<file path="src/rtl/ysyx_22041412_ifu.sv">
// Instruction fetch unit: credit-limited requests, 2-entry instruction FIFO, redirect drain.
// Define YSYX_22041412_IFU_MISALIGN_EN to halt with fetch_fault on a misaligned redirect.
module ysyx_22041412_ifu #(
    parameter logic [63:0] RESET_PC = 64'h0000_0000_8000_0000
) (
    input  logic        clk,
    input  logic        rst,
    output logic        req_valid,
    output logic [63:0] req_addr,
    input  logic        req_ready,
    input  logic        resp_valid,
    input  logic [31:0] resp_data,
    output logic        out_valid,
    output logic [31:0] out_instr,
    output logic [63:0] out_pc,
    input  logic        out_ready,
    input  logic        redirect_valid,
    input  logic [63:0] redirect_pc,
    output logic        fetch_fault
);

    localparam logic [1:0] S_RUN   = 2'd0;
    localparam logic [1:0] S_DRAIN = 2'd1;
    localparam logic [1:0] S_HALT  = 2'd2;

    logic [1:0]  state, st_nx;
    logic [63:0] pc;
    logic [1:0]  osd, osd_nx;
    logic [1:0]  drop_cnt, drop_nx;
    logic [1:0]  fifo_cnt;
    logic [2:0]  used;
    logic        fire, pop, push, dropping;
    logic        redir_halt, drain_halt;
    logic [63:0] tgt;

    logic [63:0] aq [2];
    logic        aq_wr, aq_rd;
    logic [63:0] fq_pc [2];
    logic [31:0] fq_ins [2];
    logic        fq_wr, fq_rd;

`ifdef YSYX_22041412_IFU_MISALIGN_EN
    logic fault_q;
    assign tgt         = redirect_pc;
    assign redir_halt  = |redirect_pc[1:0];
    assign drain_halt  = fault_q;
    assign fetch_fault = fault_q;

    always_ff @(posedge clk) begin
        if (rst)
            fault_q <= 1'b0;
        else if (redirect_valid)
            fault_q <= redir_halt;
    end
`else
    assign tgt         = redirect_pc & ~64'd3;
    assign redir_halt  = 1'b0;
    assign drain_halt  = 1'b0;
    assign fetch_fault = 1'b0;
`endif

    assign out_valid = !rst && (fifo_cnt != 2'd0) && !redirect_valid;
    assign pop       = out_valid && out_ready;
    // A pop this cycle frees its slot, keeping one instruction per cycle.
    assign used      = {1'b0, osd} + {1'b0, fifo_cnt} - {2'b0, pop};
    assign req_valid = !rst && (state == S_RUN) && !redirect_valid
                     && (used < 3'd2);
    assign req_addr  = pc;
    assign fire      = req_valid && req_ready;

    assign dropping  = redirect_valid || (drop_cnt != 2'd0);
    assign push      = resp_valid && !dropping;
    assign osd_nx    = osd + {1'b0, fire} - {1'b0, resp_valid};

    always_comb begin
        drop_nx = drop_cnt;
        if (redirect_valid)
            drop_nx = osd_nx;
        else if (resp_valid && drop_cnt != 2'd0)
            drop_nx = drop_cnt - 2'd1;
    end

    always_comb begin
        st_nx = state;
        if (redirect_valid) begin
            if (drop_nx != 2'd0)  st_nx = S_DRAIN;
            else if (redir_halt)  st_nx = S_HALT;
            else                  st_nx = S_RUN;
        end else if (state == S_DRAIN && drop_nx == 2'd0) begin
            st_nx = drain_halt ? S_HALT : S_RUN;
        end
    end

    assign out_pc    = fq_pc[fq_rd];
    assign out_instr = fq_ins[fq_rd];

    always_ff @(posedge clk) begin
        if (rst) begin
            state    <= S_RUN;
            pc       <= RESET_PC;
            osd      <= 2'd0;
            drop_cnt <= 2'd0;
            fifo_cnt <= 2'd0;
            aq_wr    <= 1'b0;
            aq_rd    <= 1'b0;
            fq_wr    <= 1'b0;
            fq_rd    <= 1'b0;
        end else begin
            state    <= st_nx;
            osd      <= osd_nx;
            drop_cnt <= drop_nx;
            if (redirect_valid)
                pc <= tgt;
            else if (fire)
                pc <= pc + 64'd4;
            if (fire)
                aq_wr <= ~aq_wr;
            if (resp_valid)
                aq_rd <= ~aq_rd;
            if (redirect_valid) begin
                fifo_cnt <= 2'd0;
                fq_rd    <= fq_wr;
            end else begin
                fifo_cnt <= fifo_cnt + {1'b0, push} - {1'b0, pop};
                if (push)
                    fq_wr <= ~fq_wr;
                if (pop)
                    fq_rd <= ~fq_rd;
            end
        end
    end

    always_ff @(posedge clk) begin
        if (fire)
            aq[aq_wr] <= pc;
        if (push) begin
            fq_pc[fq_wr]  <= aq[aq_rd];
            fq_ins[fq_wr] <= resp_data;
        end
    end

endmodule
</file>
<file path="config.mk">
export PLATFORM = sky130hd
export DESIGN_NAME = ysyx_22041412_ifu
export DESIGN_NICKNAME = d
export VERILOG_FILES = /design/src/rtl/ysyx_22041412_ifu.sv
export SDC_FILE = /design/constraint.sdc
export NUM_CORES = 1
export LEC_CHECK = 0
export CAP_MARGIN = 10
export CORE_MARGIN = 2
export CORE_UTILIZATION = 57
export CTS_CLUSTER_DIAMETER = 60
export CTS_CLUSTER_SIZE = 30
export DETAILED_ROUTE_END_ITERATION = 12
export PLACE_DENSITY = 0.94
export SLEW_MARGIN = 15
export SYNTH_ARGS = -nofsm -noshare
export SYNTH_HDL_FRONTEND = slang
export SYNTH_SLANG_ARGS = --single-unit
</file>
<file path="constraint.sdc">
create_clock -name clk -period 8.7 [get_ports clk]
set_input_delay 0.87 -clock clk [delete_from_list [all_inputs] [get_ports clk]]
set_output_delay 0.87 -clock clk [all_outputs]
set_load 0.02 [all_outputs]
</file>
Word-level counts from Yosys, hierarchy flattened
Memories as Yosys holds them, arrays and structs flattened. A register that Yosys moved wholly into a read port is not among the register bits.
Index checks and enable logic that the tools add are counted.
{"block": "classes", "add_sub_neg": 8, "magnitude_cmp": 1, "n_eq_ne": 1, "n_mux": 19, "bitwise": 5, "reduce_logical": 24}
{"op": "$mux W64", "count": 2}
{"op": "$add A64 B3 Y64 const B", "count": 1}
{"op": "$mux W1", "count": 13}
{"op": "$reduce_bool A2 Y1", "count": 6}
{"op": "$logic_and A1 B1 Y1", "count": 10}
{"op": "$mux W2", "count": 4}
{"op": "$not A1 Y1", "count": 5}
{"op": "$add A2 B1 Y2", "count": 2}
{"op": "$logic_not A2 Y1", "count": 2}
{"op": "$sub A2 B1 Y2", "count": 2}
{"op": "$add A2 B2 Y3", "count": 1}
{"op": "$logic_not A1 Y1", "count": 3}
{"op": "$lt A3 B2 Y1 const B", "count": 1}
{"op": "$sub A3 B1 Y3", "count": 1}
{"op": "$eq A2 B1 Y1 const B", "count": 1}
{"op": "$reduce_and A2 Y1", "count": 1}
{"op": "$reduce_or A2 Y1", "count": 1}
{"op": "$sub A2 B1 Y2 const B", "count": 1}
{"op": "$logic_or A1 B1 Y1", "count": 1}
{"block": "word_totals", "reg_bits": 76, "ram_bits": 320, "input_bits": 102, "out_inout_bits": 163, "wordCells": 71, "memories": 3}
{"name": "aq", "words": 2, "width": 64, "rd": 1, "rd_clocked_by_memory_dff": 1, "write_ports": 1, "line": "36", "rtl": "logic [63:0] aq [2];"}
{"name": "fq_pc", "words": 2, "width": 64, "rd": 1, "rd_clocked_by_memory_dff": 1, "write_ports": 1, "line": "38", "rtl": "logic [63:0] fq_pc [2];"}
{"name": "fq_ins", "words": 2, "width": 32, "rd": 1, "rd_clocked_by_memory_dff": 1, "write_ports": 1, "line": "39", "rtl": "logic [31:0] fq_ins [2];"}

Depth between registers and ports, before layout
Gate-level depths: netlist (run 1).
{"block": "logic_depth", "depth_word": 15, "mapped_depth": 17, "mapped_depth_nobuf": 16}

Least setup slack after synthesis (run 1)
OpenSTA, ideal clock, no wires.
{"block": "synth_path", "path_kind": "in2reg", "start": "input port rst", "end": "memory aq[0][10], enable pin", "setup_ns": 0.482, "t_arrival_ns": 5.989, "required_ns": 8.218, "setup_slack_ns": 2.229, "path_stages": 11, "path_buffers": 1, "cell_sequence": "or2_2 > a21oi_1 > and2_1 > ha_1 > nand2b_1 > fa_1 > nand3b_1 > nor3_1 > inv_1 > clkbuf_1 > nor2_1"}
{"block": "synth_between", "elab_chain_cells": 10, "elab_cells_between_ends": 12, "classes_between": "add/sub: 1; order compare: 1; mux: 2; reduce/logical: 8"}
{"element": "from (decl)", "line": "7", "rtl": "input logic rst,"}
{"element": "$logic_not A1 Y1", "line": "62", "rtl": "assign out_valid = !rst && (fifo_cnt != 2'd0) && !redirect_valid;"}
{"element": "$logic_and A1 B1 Y1 (2 in series)", "line": "62"}
{"element": "via out_valid", "line": "13", "rtl": "output logic out_valid,"}
{"element": "$logic_and A1 B1 Y1", "line": "63", "rtl": "assign pop = out_valid && out_ready;"}
{"element": "$sub A3 B1 Y3", "line": "65", "rtl": "assign used = {1'b0, osd} + {1'b0, fifo_cnt} - {2'b0, pop};"}
{"element": "$lt A3 B2 Y1", "line": "67", "rtl": "&& (used < 3'd2);"}
{"element": "$logic_and A1 B1 Y1", "line": "67"}
{"element": "$logic_and A1 B1 Y1", "line": "69", "rtl": "assign fire = req_valid && req_ready;"}
{"element": "$mux W1", "line": "134", "rtl": "if (fire)"}
{"element": "$mux W1 (implied by the code)", "line": "135", "rtl": "aq[aq_wr] <= pc;"}
{"element": "to (decl)", "line": "36"}
The timed path passes the listed nets, and every way through them passes these cells.

Final worst setup path (run 1)
{"block": "layout_path", "start": "input port redirect_valid", "end": "memory aq[0][57], enable pin"}
{"block": "layout_between", "elab_chain_cells": 9, "elab_cells_between_ends": 10, "classes_between": "add/sub: 1; order compare: 1; mux: 2; reduce/logical: 6"}
{"element": "from (decl)", "line": "17", "rtl": "input logic redirect_valid,"}
{"element": "$logic_not A1 Y1 (*)", "line": "62, 66"}
{"element": "$logic_and A1 B1 Y1", "line": "62"}
{"element": "$logic_and A1 B1 Y1", "line": "63"}
{"element": "$sub A3 B1 Y3", "line": "65"}
{"element": "$lt A3 B2 Y1", "line": "67"}
{"element": "$logic_and A1 B1 Y1 (*)", "line": "67"}
{"element": "$logic_and A1 B1 Y1 (*)", "line": "69"}
{"element": "$mux W1 (*)", "line": "134"}
{"element": "$mux W1 (implied by the code) (*)", "line": "135"}
Mark *: on every way between the ends. The rest lies on a longest branch, timed or not.

==> run metrics, run 1 <==
status complete, no violations; RSZ-0062 raised after global routing false; HP Class flop to flop; Pwr Density 206 mW/mm²; Top Ports 265; Max VDD drop 0.139 mV; Vias 10312; antenna-violating nets left 0; detailed-route DRC error count 0; Critical Path AT 6490 ps; clk buf depth 3; initial antenna violation count 5; clk_skew 18.8 ps; Rel. slew slack 0.206; max-slew violations 0; port buffer count 257; Max-cap violations 0; H-tree levels 1; largest net degree at the start of global routing 107; Initial DRC Count 1242; worst slew pin tran 1190 ps; Max Freq 159 MHz; 1st-pass router iterations 7; DP Area 0.0186 mm²; post-synthesis to final-layout area growth 24.1%; share of the synthesized area in the top cell type 0.596; vias in the first global route 10147; Crit Path Max Fanout 42; crit share post-route 0.725; CTS Buf Count 25; GRT Total Usage 0.260; Leakage 6.25 nW; final net count 1410; Seq/Total Area, Yosys 0.692; Cells after DPL 1613; Startpoint Class input pin; gp weighted congestion 0.891; later-pin clock latency in the skew report 550 ps; Critical Path RT 8880 ps; clock sink count 387; cts-stage hold buffer count 0; Die Ht 170 µm; top_reg_cell synth edfxtp_1; die area 0.0289 mm²; Final Hold Fails 0; Power, Total 4.03 mW; DPL Wire Length 25600 µm; largest area contributor in the netlist edfxtp_1; Syn Area/Cell 14.9 µm²; Starting Density 0.582; GRT overflow 0; layout cells sized above 1 0.177; CTS tree yes; site row count 60; Area contributors post-synth edfxtp_1 60%, mux2_2 11%, dfxtp_1 9.6%; Synth Instances 1055; first-pass GRT wire length 57600 µm; setup bufs post-CTS 0; final cell count without fillers 1662; Post-Syn Area 0.0157 mm²; clock-pin slew on the worst setup and hold paths 80 ps; critical path class input pin to flop; Total Wirelength 38400 µm; clk root buf clkbuf_16; async set-or-reset flop fraction in the synthesized netlist 0; Synthesis Warnings 0; CP endpoint kind flop; final instance area 0.0195 mm²; count of final setup violators 0; vias per inst 6.20; Core Footprint 0.0270 mm²; Die X 170 µm; post-CTS resize count 0; min Tclk post-route 6310 ps; DR WL/cell 23.1 µm; #FFs+latches synth 387; setup tns final 0 ps; unique cell type count in the Yosys netlist 61; Post-synth EDFFs 312
## cells in the mapped netlist (4+ instances only)
cell and number:
clkbuf_1 41, nor3_1 18, o31ai_1 12, a21oi_1 9
mux2_2 156, nand3_1 42, o311ai_0 4, ha_1 8
dfxtp_1 75, nor2_1 73, xnor2_1 24, nand4_1 22
edfxtp_1 312, inv_1 16, or2_2 6, and4_1 6
a31oi_1 5, o211ai_1 7, or4_1 15, xor2_1 15
o21ai_0 13, or3_1 8, nor4_1 9, buf_4 5
and3_1 7, a311oi_1 20, buf_1 6, a211oi_1 24
and2_1 11, nand2_1 40
## critical path: stages
cell	delay, ps
clkdlybuf4s50_1	1030
or2_2	630
a21oi_1	190
and2_1	230
ha_1	250
nand2b_1	150
fa_1	510
nand3b_1	390
nor3_2	240
buf_4	310
inv_1	340
nor2_4	640
buf_4	610
## cell type report
class                      instances  area [µm²]
antenna                            3        7.51
clock buffer                      26         629
clock inverter                    20         256
fill                            1727        7520
inverter                          17        63.8
multi-input combinational        600        4600
sequential                       387       10900
tap                              341         427
timing repair buffer             268        2650
## per-stage QoR
stage          hold slack [ps]   util  worst slack [ps]
3_5_place_dp               504  0.689              1930
4_1_cts                    529  0.722              2490
3_3_place_gp               502  0.689              2160
6_report                   525  0.722              2390
5_1_grt                    552  0.722              2100
2_1_floorplan              462      -              2230
## per-layer routing
layer | track usage | wire, µm | vias up
met2 | 0.454 | 19600 | 596
met3 | 0.0514 | 3690 | 81
met1 | 0.330 | 14200 | 5070
met5 | 0 | 27 | -
li1 | - | - | 4561
met4 | 0.0773 | 878 | 4
## worst paths after layout
kind	startpoint	end	slack, ps	cells after the start
setup reg to reg	fifo_cnt[1]	aq[0][57]	3990	12
setup / recovery	redirect_valid	aq[0][57]	2390	13
hold reg to reg	aq_rd	flop	520	2
hold / removal	aq_rd	flop	520	2
## report_power, final
part / total, mW / leakage, nW / switching (mW) / internal, mW
combinational: 0.565 / 2.36 / 0.302 / 0.263
sequential: 2.19 / 3.47 / 0.0769 / 2.11
clock: 1.28 / 0.423 / 0.673 / 0.604
## flip-flops by register name, indices dropped and copies added (netlist names), named ones only
signal / cells
aq: 124
aq_rd: 1
aq_wr: 1
drop_cnt: 2
fifo_cnt: 2
fq_ins: 64
fq_pc: 124
fq_rd: 1
fq_wr: 1
osd: 2
req_addr: 62
state: 1
## cell usage in the layout, fill, tap and decap left out, types with 11 or more instances in the layout
cell type,instances
edfxtp_1,312
mux2_2,156
nor3_1,17
or4_1,15
clkdlybuf4s50_1,256
xnor2_1,24
nand2_1,40
clkbuf_16,25
a211oi_1,24
buf_4,11
inv_1,16
nand3_1,42
xor2_1,15
o21ai_0,13
dfxtp_1,73
a311oi_1,20
nand4_1,22
nor2_1,70
o31ai_1,12
## logic make-up (layout without fill, tap and decap cells)
logic type               count (synthesis)  after routing  synth area share
other                                    1              8          0.000239
multiplexers                           157            157             0.112
AND/OR/NAND/NOR                        277            277            0.0937
adder cells (fa/ha/maj)                  9              9           0.00764
buffers and inverters                   72            331            0.0186
flip-flops                             387            387             0.692
AO/OA/AOI/OAI                          113            113            0.0541
XOR/XNOR                                39             39            0.0217
(Power assumes the default switching activity.)
==> run 2, diff against run 1 <==
Settings changed: CORE_UTILIZATION 57 to 53, PLACE_DENSITY 0.94 to 0.89.
Clock period 8.7 ns to 6.3 ns, I/O delays scaled along.
==> run metrics, run 2 (synthesis results as in run 1) <==
status complete, no violations; FF-to-FF path depth 13 (+1); final cell count without fillers 1719 (+3.4%); 1st-pass router iterations 5 (-2); footprint of the multi-input gates 0.00460 mm² (unchanged); Critical Path AT 3920 ps (-2570 ps); min Tclk post-route 4550 ps; Max Freq 220 MHz; fill count 1997 (+16%); antenna-violating nets left 0 (unchanged); DP Area 0.0187 mm² (+0.68%); critical path class input pin to primary output; max-slew violations 0 (unchanged); post-synthesis to final-layout area growth 25.5%; CTS Buf Count 26 (+4.0%); GRT overflow 0 (unchanged); clock sink count 387 (unchanged); site row count 63 (+5.0%); clock-pin slew on the worst setup and hold paths 90 ps (about the same); worst slew pin tran 1120 ps (-65.4 ps); H-tree levels 1 (unchanged); largest net degree at the start of global routing 107 (unchanged); gp weighted congestion 0.857 (-3.8%); Cells after DPL 1664 (+3.2%); Power, Total 5.65 mW (+40%); crit-path cells clkdlybuf4s50_1, or2_2, a21oi_1, and2_1, ha_1, nand2b_1, fa_1, xnor2_1, buf_4, nor4b_1, clkdlybuf4s50_1; first-pass GRT wire length 56000 µm (-2.8%); commonest cells after routing, fill and taps aside 312 x edfxtp_1, 256 x clkdlybuf4s50_1, 156 x mux2_2; Die Ht 176 µm (+3.6%); vias per inst 5.84 (-5.8%); cts-stage hold buffer count 0 (unchanged); Core Footprint 0.0294 mm² (+8.8%); clk root buf clkbuf_16; die area 0.0311 mm² (+7.4%); top flop regs aq (124), fq_pc (124), fq_ins (64); CTS tree yes; Die X 176 µm (+3.6%); clk_skew 32.7 ps (+13.8 ps); worst slack at placement 1310 ps (-619 ps); Initial DRC Count 926 (-25%); register area 0.0109 mm² (unchanged); crit-path leading delay family buffers and inverters; Total Wirelength 37300 µm (-2.7%); fin util 0.671 (-0.0510); initial antenna violation count 5 (unchanged); count of final setup violators 0 (unchanged); Max VDD drop 0.194 mV (+40%); Max-cap violations 0 (unchanged); HP Class input pin to flop; RSZ-0062 raised after global routing false; Top Ports 265 (unchanged); layout cells sized above 1 0.179 (+0.00249); buffer and inverter count on the worst path 3 (-1); GRT Total Usage 0.233 (-0.0270); slowest stage delay, CP 680 ps (-350 ps); final net count 1413 (+0.21%); Crit Path Max Fanout 13 (-69%); clk buf depth 3 (unchanged); Startpoint Class input pin; later-pin clock latency in the skew report 560 ps (about the same); most common cell after layout, fill and taps aside edfxtp_1; final instance area 0.0197 mm² (+1.1%); HP Start rst; Starting Density 0.535 (-0.0470); DPL Wire Length 25200 µm (-1.6%); Vias 10047 (-2.6%); Min-Delay Path Depth 3 (+1); crit share post-route 0.723; Rel. slew slack 0.250 (+0.0443); register-to-register setup slack 2210 ps (-1780 ps); Pwr Density 287 mW/mm² (+39%); Leakage 6.32 nW (+1.1%); CP endpoint kind primary output; Crit path top cell by count clkdlybuf4s50_1; vias in the first global route 9881 (-2.6%); worst hold margin 404 ps (-120 ps); Critical Path RT 5670 ps (-3210 ps); port buffer count 257 (unchanged); Final Hold Fails 0 (unchanged); FF-to-FF Start fifo_cnt[1]; detailed-route DRC error count 0 (unchanged); setup bufs post-CTS 0 (unchanged); RR Endpoint req_addr[48]; post-CTS resize count 0 (unchanged); setup tns final 0 ps (unchanged); Hold Path Sink fifo_cnt[1]; DR WL/cell 21.7 µm (-5.9%); Setup WS post-layout 1750 ps (-647 ps); Slowest cell on crit path clkdlybuf4s50_1
-- run 2: report_power, final --
part / total (mW) / internal, mW / leakage [nW] / switching, mW
Clock: 1.85 / 0.934 / 0.471 / 0.920
Sequential: 3.03 / 2.91 / 3.47 / 0.114
Combinational: 0.774 / 0.369 / 2.38 / 0.405
-- run 2: worst register-to-register path, cell delays in order, from the launching register on --
cell      delay (ps)
dfxtp_1          330
inv_1             80
a21oi_1          180
and2_1           210
ha_1             240
nand2b_1         160
fa_1             510
nand3b_1          90
buf_4            200
nor2_1           530
buf_4            310
nand4_1          350
or4_1            540
a311oi_1         260
-- run 2: per-layer routing --
layer,vias to the layer above,track usage,routed length (µm)
met3,74,0.0411,3230
met2,489,0.397,18600
met1,4914,0.304,14300
met4,0,0.0764,1140
li1,4570,-,-
met5,-,0,0
-- run 2: how the worst max path moves through the flow --
stage / cells after the start / slack [ps] / to / startpoint
final: 11 / 1750 / req_valid / redirect_valid
after global routing: 14 / 1540 / req_addr[46] / redirect_valid
after CTS: 11 / 1720 / req_valid / redirect_valid
after detailed placement: 14 / 1310 / req_addr[58] / redirect_valid
after global placement: 14 / 1420 / req_addr[58] / redirect_valid
after floorplan: 11 / 70 / aq[0][10] / rst
-- run 2: area by class of cell --
cell class	count	area share
Multi-Input combinational cell	600	0.233
Tap cell	390	0.0247
Clock inverter	17	0.0117
Sequential cell	387	0.551
Antenna cell	7	0.000888
Clock buffer	31	0.0372
Timing Repair Buffer	270	0.138
Inverter	17	0.00324
==> variant (config.mk and constraints of run 2) <==
Add a define of `YSYX_22041412_IFU_MISALIGN_EN`.
--- a/src/rtl/ysyx_22041412_ifu.sv
+++ b/src/rtl/ysyx_22041412_ifu.sv
@@ -1,5 +1,7 @@
 // Instruction fetch unit: credit-limited requests, 2-entry instruction FIFO, redirect drain.
 // Define YSYX_22041412_IFU_MISALIGN_EN to halt with fetch_fault on a misaligned redirect.
+`define YSYX_22041412_IFU_MISALIGN_EN
+
 module ysyx_22041412_ifu #(
     parameter logic [63:0] RESET_PC = 64'h0000_0000_8000_0000
 ) (
Formal check against the unedited RTL: not equivalent (a bounded check fails within 4 cycles, from zero or initial values and one cycle with rst high).
==> variant against run 2 <==
  * Wire length is 0.66% higher
  * Total power increased by 2.4%
  * Final area increased by 1.6%
  * Worst setup slack lost 0.015 ns
  * Area after synthesis rose by 1.6%
  * Sequential cell count increased by 12
  * Largest cell class unchanged
  * Largest power group unchanged
  * Synthesized cell count up 0.66%
  * Combinational power shrank 8.4%
  * First-iteration DRC count down 6.9%
  * Critical path depth up 8
  * Final cell count grew 0.81%
  * Clock skew decreased by 0.0021 ns
  * Clock power is 6% higher
  * Sequential power rose by 2%
==> variant: results (changes against run 2) <==
[status]
outcome=complete, no violations

[clock_tree]
cts_setup_buffers=0  ; unchanged
cts_resized=0  ; unchanged
htreeDepth=1  ; unchanged
clk_pin_slew_ns=0.08
cts-buffers-inserted=29  ; +12%
clock_path_buffers=3  ; unchanged
cts_root_buffer=clkbuf_16
clk-insertion-delay-late_ns=0.57

[hold_path]
min_path_type=primary input to register

[sta]
maxSlewHeadroom_pct=33.7  ; +8.7 points
setup_viol=0  ; unchanged
finClkSkew_ns=0.0305  ; -0.00211 ns

[drt]
wl_met3_mm=3.05  ; -5.6%
drt-met1-wl_mm=15.0  ; +4.3%
vias=10300  ; +2.0%
dr.first_iter.drc_count=862  ; -6.9%
routed.top_layer=met5
wl_per_cell_um=21.7  ; -0.15%
dr.pass1.iters=5  ; unchanged
wl_met2_mm=18.0  ; -3.3%

[synthesis]
synth_nets=1173
yosysWarnings=0  ; unchanged
synthMuxAreaShare_pct=12.1  ; +0.84 points
synth.distinct_cells=63  ; +3.3%
synth_common_cells=edfxtp_1, mux2_2, dfxtp_1, nand2_1, nor2_1
synthTopCellsByArea=edfxtp_1, mux2_2, dfxtp_1
synthXorXnorAreaFrac_pct=1.92  ; -0.25 points
synth_edf_count=320  ; +2.6%
synth-adder-area-share_pct=0.752  ; -0.012 points
async_reset_ff_share_pct=0  ; unchanged
synth-compound-area-share_pct=5.21  ; -0.19 points
yosysSeqAreaShare_pct=70.1  ; +0.93 points

[worst_setup_path]
slowest_delay_ns=0.64  ; -0.04 ns
crit_family=adder cells
crit_fanout=47  ; +34
slowest_stage=inv_2
cp.arrival_ns=4.97  ; +1.05 ns

[global_routing]
grt_pass1_wl_mm=56.2  ; +0.42%
antenna_found_initial=4  ; -1
globalRouteMet2Util_pct=38.1  ; -1.7 points
grt_pass1_vias=9918  ; +0.37%
grt_usage_pct=23.2  ; -0.13 points
grt_max_degree=70  ; -35%
met1_usage_pct=30.5  ; +0.093 points
grt_use_met3_pct=4.41  ; +0.30 points

[finish]
fill_cells=2069  ; +3.6%
nets=1429  ; +1.1%
drive_above_1_share_pct=18.7  ; +0.80 points
largestRegisters=aq x128, fq_pc x128

[placement]
gp_congestion=0.883  ; +3.0%
pre_cts_slack_ns=1.23  ; -0.0821 ns
portBuffers=264  ; +2.7%
hpwl_mm=24.6  ; -2.6%

[power_and_ir_drop]
ir_worst_vdd_mv=0.211  ; +8.3%
p_leak_nw=6.66  ; +5.4%

-- variant: changes by cell type in the layout (fill, tap and decap cells not counted), moves of 10 or more --
cell / change
a311oi_1: -20
o22ai_1: +10
a21oi_1: +34
and3_1: +16
nand2_1: +20
mux2_2: +10
a211oi_1: -16
or4_1: -11
nand3_1: -10
nor2_1: -20
o31ai_1: -11
-- variant: final timing paths --
kind / startpoint / to / slack [ns] / depth (start not counted)
min: rst / fifo_cnt[0] / 0.45 / 3
min reg2reg: state[0] / state[0] / 0.52 / 2
max reg2reg: fifo_cnt[1] / state[0] / 1.88 / 18
max: redirect_valid / state[0] / 1.73 / 19
-- variant: metrics by stage --
| stage | area (µm²) | cells | hold slack [ns] | total power, mW | utilization (%) |
|---|---|---|---|---|---|
| 6_report | 20000 | 1733 | 0.450 | 5.79 | 67.6 |
| 5_1_grt | 20000 | 1732 | 0.498 | 5.97 | 67.6 |
| 4_1_cts | 20000 | 1730 | 0.431 | 5.82 | 67.6 |
| 3_5_place_dp | 19000 | 1677 | 0.493 | 3.87 | 64.2 |
| 3_3_place_gp | 19000 | 1677 | 0.477 | 3.84 | 64.2 |
| 2_1_floorplan | 16000 | 1062 | 0.466 | 3.52 | - |
-- variant: cell type report --
class	count	share of cell area, %
inverters	16	0.300
clock inverters	24	1.50
well taps	390	2.43
multi-input cells	596	22.7
diodes	3	0.0374
flip-flops and latches	399	55.9
repair buffers	276	13.6
clock buffers	29	3.62
-- variant: worst min-delay path, stage by stage --
cell	delay, ns
buf_2	0.09
nor2_1	0.09
and2_1	0.17
-- variant: power breakdown --
group / internal, mW / switching [mW] / total (mW)
logic: 0.348 / 0.361 / 0.709
clock network: 0.934 / 1.04 / 1.97
registers: 2.99 / 0.115 / 3.10
total: 4.27 / 1.52 / 5.79
